### src/rtl/move_engine.sv
// Othello move executor: checks the target cell, walks all eight rays in board RAM, flips flanked discs, then places the disc.
// Optional MOVE_ENGINE_FLIP_COUNT_EN adds a flip_count output reporting discs flipped by the last accepted move.
module move_engine (
  input  logic       clock,
  input  logic       reset,
  input  logic       new_move,
  input  logic       player,
  input  logic       place,
  input  logic [2:0] move_x,
  input  logic [2:0] move_y,
  output logic [5:0] board_addr,
  input  logic [1:0] board_rdata,
  output logic       board_we,
  output logic [1:0] board_wdata,
  output logic       ack,
  output logic       invalid,
  output logic       busy
`ifdef MOVE_ENGINE_FLIP_COUNT_EN
  ,
  output logic [5:0] flip_count
`endif
);

  typedef enum logic [3:0] {
    S_IDLE, S_TGT_RD, S_TGT_EV, S_STEP_RD, S_STEP_EV,
    S_FLIP, S_COMMIT, S_ACK, S_REJECT
  } state_t;

  state_t     state_q;
  logic [2:0] x_q, y_q, dir_q;
  logic [3:0] k_q;
  logic       player_q, any_flip_q;
  logic [5:0] addr_q;
  logic       we_q;
  logic [1:0] wdata_q;
  logic       ack_q, invalid_q;
`ifdef MOVE_ENGINE_FLIP_COUNT_EN
  logic [5:0] flip_cnt_q;
`endif

  logic [1:0] own_d, opp_d;
  logic       cur_ok_d, end_dir_d, any_flip_d;
  logic [5:0] first_addr_d, inc_addr_d, dec_addr_d, next_dir_addr_d;

  // Direction 0..7 = N, NE, E, SE, S, SW, W, NW; N decreases y.
  function automatic logic x_inc(input logic [2:0] dir);
    return (dir >= 3'd1) && (dir <= 3'd3);
  endfunction

  function automatic logic x_dec(input logic [2:0] dir);
    return dir >= 3'd5;
  endfunction

  function automatic logic y_inc(input logic [2:0] dir);
    return (dir >= 3'd3) && (dir <= 3'd5);
  endfunction

  function automatic logic y_dec(input logic [2:0] dir);
    return (dir == 3'd7) || (dir <= 3'd1);
  endfunction

  function automatic logic [2:0] walk3(input logic [2:0] b, input logic up, input logic dn,
                                       input logic [2:0] k);
    return up ? b + k : (dn ? b - k : b);
  endfunction

  // 4-bit walk: any result outside 0..7 (including wrapped negatives) lands at 8..15.
  function automatic logic walk_ok(input logic [2:0] b, input logic up, input logic dn,
                                   input logic [3:0] k);
    logic [3:0] p;
    p = up ? {1'b0, b} + k : (dn ? {1'b0, b} - k : {1'b0, b});
    return p < 4'd8;
  endfunction

  function automatic logic [5:0] step_addr(input logic [2:0] tx, input logic [2:0] ty,
                                           input logic [2:0] dir, input logic [2:0] k);
    return {walk3(ty, y_inc(dir), y_dec(dir), k), walk3(tx, x_inc(dir), x_dec(dir), k)};
  endfunction

  always_comb begin
    own_d           = player_q ? 2'b10 : 2'b01;
    opp_d           = player_q ? 2'b01 : 2'b10;
    cur_ok_d        = walk_ok(x_q, x_inc(dir_q), x_dec(dir_q), k_q) &&
                      walk_ok(y_q, y_inc(dir_q), y_dec(dir_q), k_q);
    first_addr_d    = step_addr(x_q, y_q, 3'd0, 3'd1);
    inc_addr_d      = step_addr(x_q, y_q, dir_q, k_q[2:0] + 3'd1);
    dec_addr_d      = step_addr(x_q, y_q, dir_q, k_q[2:0] - 3'd1);
    next_dir_addr_d = step_addr(x_q, y_q, dir_q + 3'd1, 3'd1);
    any_flip_d      = any_flip_q | (state_q == S_FLIP);
    end_dir_d       = 1'b0;
    case (state_q)
      S_STEP_RD: end_dir_d = !cur_ok_d;
      S_STEP_EV: end_dir_d = !((board_rdata == opp_d) ||
                               ((board_rdata == own_d) && (k_q >= 4'd2)));
      S_FLIP:    end_dir_d = (k_q == 4'd1);
      default:   end_dir_d = 1'b0;
    endcase
  end

  // Outputs are loaded together with the state they belong to, so they are valid during that state.
  always_ff @(posedge clock) begin
    if (!reset) begin
      state_q    <= S_IDLE;
      x_q        <= 3'd0;
      y_q        <= 3'd0;
      dir_q      <= 3'd0;
      k_q        <= 4'd0;
      player_q   <= 1'b0;
      any_flip_q <= 1'b0;
      addr_q     <= 6'd0;
      we_q       <= 1'b0;
      wdata_q    <= 2'b00;
      ack_q      <= 1'b0;
      invalid_q  <= 1'b0;
`ifdef MOVE_ENGINE_FLIP_COUNT_EN
      flip_cnt_q <= 6'd0;
`endif
    end else begin
      we_q      <= 1'b0;
      ack_q     <= 1'b0;
      invalid_q <= 1'b0;
      if (end_dir_d) begin
        if (dir_q != 3'd7) begin
          dir_q   <= dir_q + 3'd1;
          k_q     <= 4'd1;
          addr_q  <= next_dir_addr_d;
          state_q <= S_STEP_RD;
        end else if (any_flip_d) begin
          addr_q  <= {y_q, x_q};
          we_q    <= 1'b1;
          wdata_q <= own_d;
          state_q <= S_COMMIT;
        end else begin
          invalid_q <= 1'b1;
          state_q   <= S_REJECT;
        end
      end else begin
        case (state_q)
          S_IDLE: begin
            if (place && new_move) begin
              x_q        <= move_x;
              y_q        <= move_y;
              player_q   <= player;
              any_flip_q <= 1'b0;
`ifdef MOVE_ENGINE_FLIP_COUNT_EN
              flip_cnt_q <= 6'd0;
`endif
              addr_q     <= {move_y, move_x};
              state_q    <= S_TGT_RD;
            end
          end
          S_TGT_RD: state_q <= S_TGT_EV;
          S_TGT_EV: begin
            if ((board_rdata == 2'b01) || (board_rdata == 2'b10)) begin
              invalid_q <= 1'b1;
              state_q   <= S_REJECT;
            end else begin
              dir_q   <= 3'd0;
              k_q     <= 4'd1;
              addr_q  <= first_addr_d;
              state_q <= S_STEP_RD;
            end
          end
          S_STEP_RD: state_q <= S_STEP_EV;
          S_STEP_EV: begin
            if (board_rdata == opp_d) begin
              k_q     <= k_q + 4'd1;
              addr_q  <= inc_addr_d;
              state_q <= S_STEP_RD;
            end else begin
              // Own colour beyond at least one opponent: flip back toward the target.
              k_q     <= k_q - 4'd1;
              addr_q  <= dec_addr_d;
              we_q    <= 1'b1;
              wdata_q <= own_d;
              state_q <= S_FLIP;
            end
          end
          S_FLIP: begin
            k_q    <= k_q - 4'd1;
            addr_q <= dec_addr_d;
            we_q   <= 1'b1;
          end
          S_COMMIT: begin
            ack_q   <= 1'b1;
            state_q <= S_ACK;
          end
          S_ACK, S_REJECT: state_q <= S_IDLE;
          default: state_q <= S_IDLE;
        endcase
      end
      if (state_q == S_FLIP) begin
        any_flip_q <= 1'b1;
`ifdef MOVE_ENGINE_FLIP_COUNT_EN
        flip_cnt_q <= flip_cnt_q + 6'd1;
`endif
      end
    end
  end

  assign board_addr  = addr_q;
  assign board_we    = we_q;
  assign board_wdata = wdata_q;
  assign ack         = ack_q;
  assign invalid     = invalid_q;
  assign busy        = (state_q != S_IDLE);
`ifdef MOVE_ENGINE_FLIP_COUNT_EN
  assign flip_count  = flip_cnt_q;
`endif

endmodule

### config.mk
export PLATFORM = sky130hd
export DESIGN_NAME = move_engine
export DESIGN_NICKNAME = d
export VERILOG_FILES = /design/src/rtl/move_engine.sv
export SDC_FILE = /design/constraint.sdc
export NUM_CORES = 1
export LEC_CHECK = 0
export ABC_AREA = 1
export ABC_CLOCK_PERIOD_IN_PS = 4700
export CAP_MARGIN = 10
export CORE_MARGIN = 3
export CORE_UTILIZATION = 45
export DETAILED_ROUTE_END_ITERATION = 12
export SYNTH_ARGS = -nofsm -noshare
export SYNTH_HDL_FRONTEND = slang
export SYNTH_SLANG_ARGS = --single-unit
### constraint.sdc
create_clock -name clock -period 4.7 [get_ports clock]
set_clock_uncertainty 0.1 [all_clocks]
set_input_delay 1.41 -clock clock [delete_from_list [all_inputs] [get_ports clock]]
set_output_delay 1.41 -clock clock [all_outputs]
set_load 0.01 [all_outputs]
After elaboration in Yosys (flattened, before gate mapping)
Cells that the tools add are included.

word-level totals
  flip-flop bits (word level) = 30
  latch bits = 0
  memory bits (writable) = 0
  memory bits (read-only) = 0
  output and inout bits = 12
  memories = 0

cells by class
  $add $sub $neg = 21
  multiply operators = 0
  div/mod/pow operators = 0
  $lt $le $gt $ge = 15
  equality and inequality tests = 24
  shift operators = 0
  mux-type cells = 62
  bitwise logic cells = 3
  reductions and logical operators = 29

operator list
  kind                                               number
  two-way mux 4 bit                                  13
  two-way mux 3 bit                                  17
  two-way mux 6 bit                                  6
  case mux 4 bit (7 select lines)                    1
  case mux 6 bit (4 select lines)                    1
  two-way mux 1 bit                                  14
  two-way mux 2 bit                                  7
  adder 3 x 1 -> 3 bit (second input constant)       4
  adder 3 bit                                        4
  == test 4 x 3 -> 1 bit (second input constant)     3
  case mux 4 bit (3 select lines)                    1
  AND reduction 3 bit                                4
  subtractor 3 bit                                   4
  != test 3 bit (second input constant)              3
  subtractor 3 x 1 -> 3 bit (second input constant)  3
  adder 3 x 4 -> 4 bit                               2
  == test 4 x 1 -> 1 bit (second input constant)     2
  == test 4 x 2 -> 1 bit (second input constant)     2
  < comparator 4 bit (second input constant)         2
  != test 2 bit (second input constant)              4
  AND reduction 4 bit                                2
  nonzero test 2 bit                                 4
  nonzero test 4 bit                                 2
  subtractor 3 x 4 -> 4 bit                          2
  26 further kinds                                   47

Logic depth before layout (Yosys ltp)
Gate-level depths: netlist of run 1.

  depth after elaboration = 10
  depth in mapped cells = 18
  depth with buffers taken out = 17

Worst setup path before layout of run 1
No wires, ideal clock.

  path kind = input to register
  from = in board_rdata[1]
  to = reg addr_q[4] (netlist: board_addr[4])
  setup time = 112 ps
  arrival time = 2613 ps
  data required time = 4488 ps
  setup slack = 1876 ps
  cell stages on the path = 13
  path through = nand3b_1 o21ai_2 nor2_1 nand2_1 nand2_1 or2_4 nand2_4 nand3_2 nand3_1 buf_2 nand2_1 nand2_1 nor2_1

between the ends
  word-level cells in the longest chain between the ends = 7
  elaborated cells between the ends (all ways) = 17
  those cells by class = eq/ne: 7; mux: 4; reduce/logical: 6

ends and longest elaborated chain
  what                                                            line  text
  start: declaration                                              12    input logic [1:0] board_rdata,
  == test 2 bit                                                   94    ((board_rdata == own_d) && (k_q >= 4'd2)));
  logical AND 1 bit                                               94
  logical OR 1 bit                                                93    S_STEP_EV: end_dir_d = !((board_rdata == opp_d) ||
  zero test 1 bit                                                 93
  case mux 1 bit (3 select lines)                                 91    case (state_q)
  != test 3 x 1 -> 1 bit (no line), or another cell as far along  n/a
  AND reduction 4 bit (no line)                                   n/a
  end signal: assignment                                          126   addr_q <= next_dir_addr_d;
  end signal: assignment                                          129   addr_q <= {y_q, x_q};
  end signal: assignment                                          148   addr_q <= {move_y, move_x};
  end: declaration                                                33    logic [5:0] addr_q;

Parallel ways exist; a longest one is shown, timed or not.
A chain may end at the register's enable or synchronous reset.

Worst setup path after layout of run 1
  from = in board_rdata[1]
  to = reg addr_q[0] (netlist: board_addr[0])

The elaborated chain is that of the path after synthesis.

==> results list, run 1 <==
- The flow ran to the end, and the final reports show no timing, DRC or antenna violations.
* Crit Path Max Fanout: 14
* DR DRC count: 0
- The worst hold path was traced through 2 stages.
- Placed instance count: between 500 and 600
- For this design the static power due to leakage is 0.00165 uW.
* First-pass detailed-route iteration total: 6
- Fraction of the yosys area taken by sequential cells: 19.9%
- Number of antenna diodes: 0
* Count of different cell masters after synthesis: 35
- HP Start: board_wdata[0]
- Combinational logic is responsible for 55.0% of the overall power.
- Total of endpoints with negative setup slack in the final report: 0
- Global routing consumed, on the met2 layer, between 30% and 40% of the routing resources.
* Effective utilization at floorplan: 47.0%
- Of all flip-flops after synthesis, the portion carrying an async set or reset was 0%.
* HPWL after detailed placement: between 6000 and 7000 microns
- The analysis attributes to net switching a power of 593 uW.
- After layout, the minimum clock period comes to around 3.3 ns.
- Count of routing violations after the opening detailed-route iteration: 155
- Clock latency at the later pin of the worst-skew pair: 0.29 ns
- Unrepaired setup endpoints after global routing: false
- Across the run, the number of max-cap violations was 0.
* Critical Path Start Type: primary input
- Fill cells in the final layout number 674.
- Wire length after detailed routing: between 8000 and 9000 microns
* Area growth from synthesis to layout: 13.1%
- Path class of the lowest-slack min-delay path: flip-flop to flip-flop
- CTS saw 30 sinks.
- The worst register-to-register path has a depth of 13.
- When the netlist entered floorplanning its net count stood at roughly 530.
* Power Density: about 380 mW/mm^2
- Layout cells sized above 1: under 10%
- Worst slack at placement: around 1.1 ns
- Placement Cell Area: 0.00332 sq mm
- Internal: approximately 720 uW
* Max Clk Rate: roughly 0.3 GHz
- The final route contains approximately 3,000 vias.
* Most common cell after layout, fill and taps aside: sky130_fd_sc_hd__nand2_1
- Standard-cell row count: 29
* Register-to-register path setup slack: ~1.6 ns
* Relative slew slack: 52.1%
- Clock-pin slew on the worst setup and hold paths: about 0.070 ns
* Pin count of the biggest net entering global routing: 19
- Synthesis produced a netlist whose cell count is ~480.
- Worst EP required: ~4.8 ns
- Overall die area: around 0.0077 sq mm
* Most crowded layer after global routing: met2
- Non-filler instance count after layout: between 500 and 600
- In this run switching power makes up 45.2% of total power.
- Global routing consumed, on the met1 layer, approximately 33% of the routing resources.
- Average cell area after synthesis: 6.36 sq um
- Arrival time at the worst endpoint: 3.41 ns
- TritonCTS built the clock tree.
- After clock tree synthesis, the setup repair step added 0 buffers.
- The cell sitting at the root of the clock tree is a sky130_fd_sc_hd__clkbuf_8.
* Total gr overflow: 0
- Die Height: 87.9 microns
- Synthesis inferred 30 register bits.
* Number of antenna violations at the first check in global routing: 0
* Sequential share of power: 27.7%
- Global routing used 3.76% of the available met3 tracks.
- At the end of the flow, the number of nets in the layout was 549.
* Maximum VDD drop: between 0.2 and 0.25 mV
- Dividing the detail-routed via count by the number of cells gives between 5 and 6.
- For the pin with the worst max-slew slack, the measured transition is ~0.71 ns.
- Yosys mapped a number of flops with a built-in enable equal to 0.
* Share of the clock period used by the worst path after layout: slightly above 70%
* Die width: approximately 88 microns
* Port Buffer Count: 24
- Area of the core region: 0.00642 sq mm
* Synth warnings: 0
- TritonCTS created 5 clock buffers.
* Final count of pins violating max slew: 0
- Critical Path Sink Type: flip-flop
* CTS Hold Bufs: 0
* Largest buffer count on any clock path: 2
- The library cells used most frequently in the layout, excluding fill and tap cells, are 130 x sky130_fd_sc_hd__nand2_1, 63 x sky130_fd_sc_hd__inv_1, 45 x sky130_fd_sc_hd__nor2_1.
* Accumulated negative setup slack: 0 ns
- Setup slack closes at 1.37 ns.
- Detail Route Antenna Nets: 0
- R2R Path Start: k_q[0]
- The worst setup path is of the primary input to flip-flop kind.
- Multi-input logic area: approximately 0.0021 sq mm
* Cell area after synthesis: between 0.003 and 0.004 sq mm
- Endpoint of the worst-slack reg-to-reg timing path: board_addr[1]
- The hold violation count in the final report is 0.
- For this run, the leading register cell type out of synthesis is sky130_fd_sc_hd__dfxtp_1.
* Post-CTS resize count: 0
- In the final routed layout, each cell accounts on average for roughly 14 microns.
- Per report_power, the clock group accounts for about 17% of the total.
* Via count of the first global-routing pass: between 2,000 and 3,000
- In the global route stage, overall resource usage came out at roughly a quarter.
- First-pass GRT wire length: approximately 14,000 microns
* Cell area after layout: ~0.0034 sq mm
- The sequential cells in the finished layout cover a total of between 600 and 700 sq um.
- H-Tree Depth: 2
* I/O pin count: 25
- Final weighted congestion in routability-driven placement: a little over 0.9
- For hold timing, the worst endpoint is board_wdata[0].
==> area by class of cell <==
cell class / instances / share of cell area, %
clock buffer: 6 / 2.42
clock inverter: 2 / 0.366
inverter: 67 / 7.36
multi-input combinational: 369 / 62.2
sequential: 30 / 17.6
tap: 77 / 2.82
timing repair buffer: 25 / 7.25
==> worst max-delay path: stages <==
cell	delay (ns)
sky130_fd_sc_hd__clkdlybuf4s50_1	0.50
sky130_fd_sc_hd__nand2_1	0.09
sky130_fd_sc_hd__o21ai_2	0.16
sky130_fd_sc_hd__nor2_1	0.09
sky130_fd_sc_hd__nand2_1	0.06
sky130_fd_sc_hd__nand2_1	0.07
sky130_fd_sc_hd__nor2_1	0.17
sky130_fd_sc_hd__nand2_4	0.10
sky130_fd_sc_hd__nand2_4	0.16
sky130_fd_sc_hd__nand3_2	0.09
sky130_fd_sc_hd__nand3_1	0.29
sky130_fd_sc_hd__nand2_1	0.09
sky130_fd_sc_hd__nand2_1	0.07
sky130_fd_sc_hd__nor2_1	0.04
==> Yosys cell counts, types with 2 or more instances <==
cell,number,area (sq um)
sky130_fd_sc_hd__a21oi_1,28,140
sky130_fd_sc_hd__buf_2,4,20.0
sky130_fd_sc_hd__clkbuf_1,4,15.0
sky130_fd_sc_hd__dfxtp_1,30,601
sky130_fd_sc_hd__fa_1,8,160
sky130_fd_sc_hd__ha_1,30,375
sky130_fd_sc_hd__inv_1,63,236
sky130_fd_sc_hd__inv_2,4,15.0
sky130_fd_sc_hd__nand2_1,130,488
sky130_fd_sc_hd__nand2_2,2,12.5
sky130_fd_sc_hd__nand2_4,2,22.5
sky130_fd_sc_hd__nand3_1,37,185
sky130_fd_sc_hd__nand3_2,3,30.0
sky130_fd_sc_hd__nand3b_1,7,52.6
sky130_fd_sc_hd__nand4_1,7,43.8
sky130_fd_sc_hd__nor2_1,45,169
sky130_fd_sc_hd__nor2_2,5,31.3
sky130_fd_sc_hd__nor3_1,5,25.0
sky130_fd_sc_hd__o211ai_1,7,52.6
sky130_fd_sc_hd__o21ai_0,26,130
sky130_fd_sc_hd__o21ai_1,2,10.0
sky130_fd_sc_hd__o21ai_2,2,17.5
sky130_fd_sc_hd__o22ai_1,2,12.5
sky130_fd_sc_hd__or2_2,5,31.3
sky130_fd_sc_hd__xnor2_1,3,26.3
sky130_fd_sc_hd__xor2_1,5,43.8
==> cell families after synthesis <==
group	after synthesis	share of synthesized area, %
AND/OR/NAND/NOR	252	37.3
buffers and inverters	76	9.74
AO/OA/AOI/OAI	71	13.1
adder cells (fa/ha/maj)	38	17.7
flip-flops	30	19.9
XOR/XNOR	8	2.32
==> per-stage QoR <==
step,util [%],hold slack [ns],total power (uW)
global placement,51.7,0.367,1070
detailed placement,51.7,0.385,1090
CTS,53.2,0.393,1320
floorplan,-,0.376,875
global route,53.2,0.417,1450
finish,53.2,0.388,1310
==> power groups by stage <==
stage	Clock, uW	Sequential (uW)	Combinational, uW
after global routing	243	371	837
final	226	364	722
after detailed placement	0	367	720
after floorplan	0	365	510
after global placement	0	369	703
after CTS	234	363	724
==> state kept, by name, summed over array words and instances (netlist names) <==
signal / cells
board_addr: 6
k_q: 4
state_q: 4
dir_q: 3
x_q: 3
y_q: 3
board_wdata: 2
ack: 1
any_flip_q: 1
board_we: 1
invalid: 1
player_q: 1
==> how the worst max path moves through the flow <==
stage,startpoint,to,slack (ns),cells past startpoint
after CTS,board_rdata[1],board_addr[4],1.37,14
after global placement,board_rdata[0],board_addr[2],1.14,13
final,board_rdata[1],board_addr[0],1.37,14
after detailed placement,board_rdata[0],board_addr[2],1.07,14
after floorplan,board_rdata[1],board_addr[4],1.88,13
after global routing,board_rdata[0],board_addr[2],1.01,14
==> layer usage <==
layer  wire [microns]  share of wire [%]  up-vias
li1                 -                  -     1568
met1             4180                 50     1392
met3              344                4.1        7
met4               93                1.1        0
met2             3680                 44       59
met5                0                  0        -
No activity file was read; power rests on OpenSTA's default activity.
==> run 2: changes to the inputs <==
ABC_CLOCK_PERIOD_IN_PS = 3400   (was 4700)
clock period = 3.4 ns   (was 4.7 ns; I/O delays follow)
==> results list, run 2 (synthesized netlist as in run 1, its figures left out) <==
- Area growth from synthesis to layout: 13.9% (was 13.1%)
* Effective utilization at floorplan: 47.0% (unchanged)
* Die width: 87.9 microns (unchanged)
* Most common cell after layout, fill and taps aside: sky130_fd_sc_hd__nand2_1 (unchanged)
* Arrival time at the worst endpoint: 3.06 ns (was 3.41 ns)
* Final weighted congestion in routability-driven placement: 0.924 (was 0.919)
- The worst slew margin relative to its limit was 60.9% (was 52.1%).
- Port Buffer Count: 24 (unchanged)
* Design Power: 1820 uW (was 1310 uW)
* Number of violations of the max-capacitance limit: 0 (unchanged)
* Post-CTS setup buffers: 0 (unchanged)
- Bufs and invs on worst path: 1 (unchanged)
* Cell with the biggest individual delay on the critical path: sky130_fd_sc_hd__clkdlybuf4s50_1 (unchanged)
- I/O pin count: 25 (unchanged)
- The largest driver fanout on the critical path came to 14 (unchanged).
* Number of flip-flops in the largest register: 6 (unchanged)
* Cell-by-cell listing of the critical path: clkdlybuf4s50_1 > nand2_1 > o21ai_2 > nor2_1 > nand2_1 > nand2_1 > nor2_1 > nand2_4 > nand2_4 > nand3_2 > nand3_1 > nand2_1 > nand2_1 > nor2_1 (unchanged)
- Pleak: 0.00167 uW (was 0.00165 uW)
* TritonCTS clock tree: built (unchanged)
- The initial antenna violation count was 0 (unchanged).
* Number of antenna diodes: 0 (unchanged)
- Based on the critical path, the design can be clocked at up to 0.336 GHz.
- Path class of the lowest-slack min-delay path: flip-flop to flip-flop (unchanged)
- Overall Global Routing Usage: 23.1% (was 23.3%)
- Overall die area: 0.00773 sq mm (unchanged)
- The final max-slew violation count is 0 (unchanged).
* DR DRC count: 0 (unchanged)
* Die Height: 87.9 microns (unchanged)
- Unrepaired setup endpoints after global routing: false (unchanged)
- The buffer levels on the longest clock path was 2 (unchanged).
- The level count of the clock H-tree came to 2 (unchanged).
- The number of buffers inserted during clock tree synthesis came to 5 (unchanged).
- The type of origin of the critical path is a primary input (unchanged).
- The highest cell delay on the worst timing path was 0.51 ns (was 0.50 ns).
- Most repeated library cell on the critical path: sky130_fd_sc_hd__nand2_1 (unchanged)
- Power Density: 530 mW/mm^2 (was 384 mW/mm^2)
* Total gr overflow: 0 (unchanged)
* Post-layout utilization of the core: 53.5% (was 53.2%)
- The via count of the first global-routing pass came to 2,865 (was 2,816).
* Standard-cell row count: 29 (unchanged)
* Clock latency at the later pin of the worst-skew pair: 0.29 ns (about the same)
* Share of the clock period used by the worst path after layout: between 80 and 90%
- The number of detailed-routing iterations run before antenna repair is 5 (was 6).
- The setup TNS after final layout was 0 ns (unchanged).
* Pin count of the biggest net entering global routing: 19 (unchanged)
* Maximum VDD drop: 0.391 mV (was 0.237 mV)
* Setup slack after layout: 0.425 ns (was 1.37 ns)
- Post-route minimum period: between 2 and 3 ns
- Wire length per cell after detailed routing: 14.2 microns (was 14.4 microns)
* Post-CTS resize count: 0 (unchanged)
- The first-pass GRT wire length came to 13,900 microns (was 14,000 microns).
- CTS Hold Bufs: 0 (unchanged)
* Final layout net count: 552 (was 549)
* Buffer cell driving the clock tree root: sky130_fd_sc_hd__clkbuf_8 (unchanged)
- The kind of cell adding the most delay to the critical path is simple AND/OR/NAND/NOR gates (unchanged).
* Final count of hold timing violations: 0 (unchanged)
- The initial detailed-routing violation count came to 155 (unchanged).
- TritonCTS Sinks: 30 (unchanged)
* HPWL after detailed placement: 6620 microns (was 6650 microns)
- Worst slack at placement: 0.135 ns (was 1.07 ns)
- The type of the worst setup path was primary input to flip-flop (unchanged).
- The total via count in the routed design came to 3,031 (was 3,026).
- Area of the core region: 0.00642 sq mm (unchanged)
* Detail Route Antenna Nets: 0 (unchanged)
- The share of post-route cells with drive strength above 1 was 7.57% (was 7.01%).
- The mean number of vias per cell came to 5.23 (was 5.25).
* Clock-pin slew on the worst setup and hold paths: 0.07 ns (about the same)
* Critical Path Sink Type: flip-flop (unchanged)
- Actual transition at the worst max-transition pin: 0.580 ns (was 0.712 ns)
* Commonest cells after routing, fill and taps aside: 130 x sky130_fd_sc_hd__nand2_1, 63 x sky130_fd_sc_hd__inv_1, 45 x sky130_fd_sc_hd__nor2_1 (unchanged)
- Number of filler instances in the final layout: 655 (was 674)
- The data required time at the worst endpoint came to 3.48 ns (was 4.78 ns).
- The final routed wirelength across all metal layers was 8230 microns (was 8300 microns).
* Outcome: finished, final reports clean (unchanged)
- Total of endpoints with negative setup slack in the final report: 0 (unchanged)
## run 2: worst paths after layout
| check | from | endpoint | depth (start not counted) | slack, ns |
|---|---|---|---|---|
| min reg2reg | board_wdata[0] | board_wdata[0] | 2 | 0.39 |
| max reg2reg | k_q[1] | board_addr[1] | 12 | 0.51 |
| max | board_rdata[1] | board_addr[4] | 14 | 0.42 |
| min | board_wdata[0] | board_wdata[0] | 2 | 0.39 |
## run 2: stage by stage
step / instance area (sq um) / hold slack, ns / std cells
2_1_floorplan: 3020 / 0.376 / 475
3_3_place_gp: 3340 / 0.367 / 571
3_5_place_dp: 3340 / 0.379 / 571
4_1_cts: 3440 / 0.390 / 579
5_1_grt: 3440 / 0.414 / 579
6_report: 3440 / 0.393 / 579
## run 2: routing by layer
layer	part of all wire, %	up-vias	track usage [%]
li1	-	1573	-
met1	49	1357	32.8
met3	5.4	11	4.23
met4	1.3	0	5.58
met5	0	-	0
met2	44	90	36.1
## run 2: report_power, final
group | switching [uW] | leakage [uW] | internal [uW]
clock network | 150 | 0.0000472 | 163
registers | 78.5 | 0.000245 | 424
logic | 596 | 0.00137 | 413
## run 2: layout make-up
| cell class | count | area, sq um | share of cell area, % |
|---|---|---|---|
| multi-input cells | 369 | 2120 | 61.8 |
| repair buffers | 28 | 270 | 7.86 |
| clock buffers | 6 | 82.6 | 2.40 |
| well taps | 77 | 96.3 | 2.80 |
| flip-flops and latches | 30 | 601 | 17.5 |
| inverters | 67 | 251 | 7.31 |
| clock inverters | 2 | 12.5 | 0.364 |
## run 2: worst min-delay path, cell delays in order, from the launching register on
cell	delay, ns
sky130_fd_sc_hd__dfxtp_1	0.31
sky130_fd_sc_hd__nand3_1	0.07
sky130_fd_sc_hd__a21oi_1	0.06
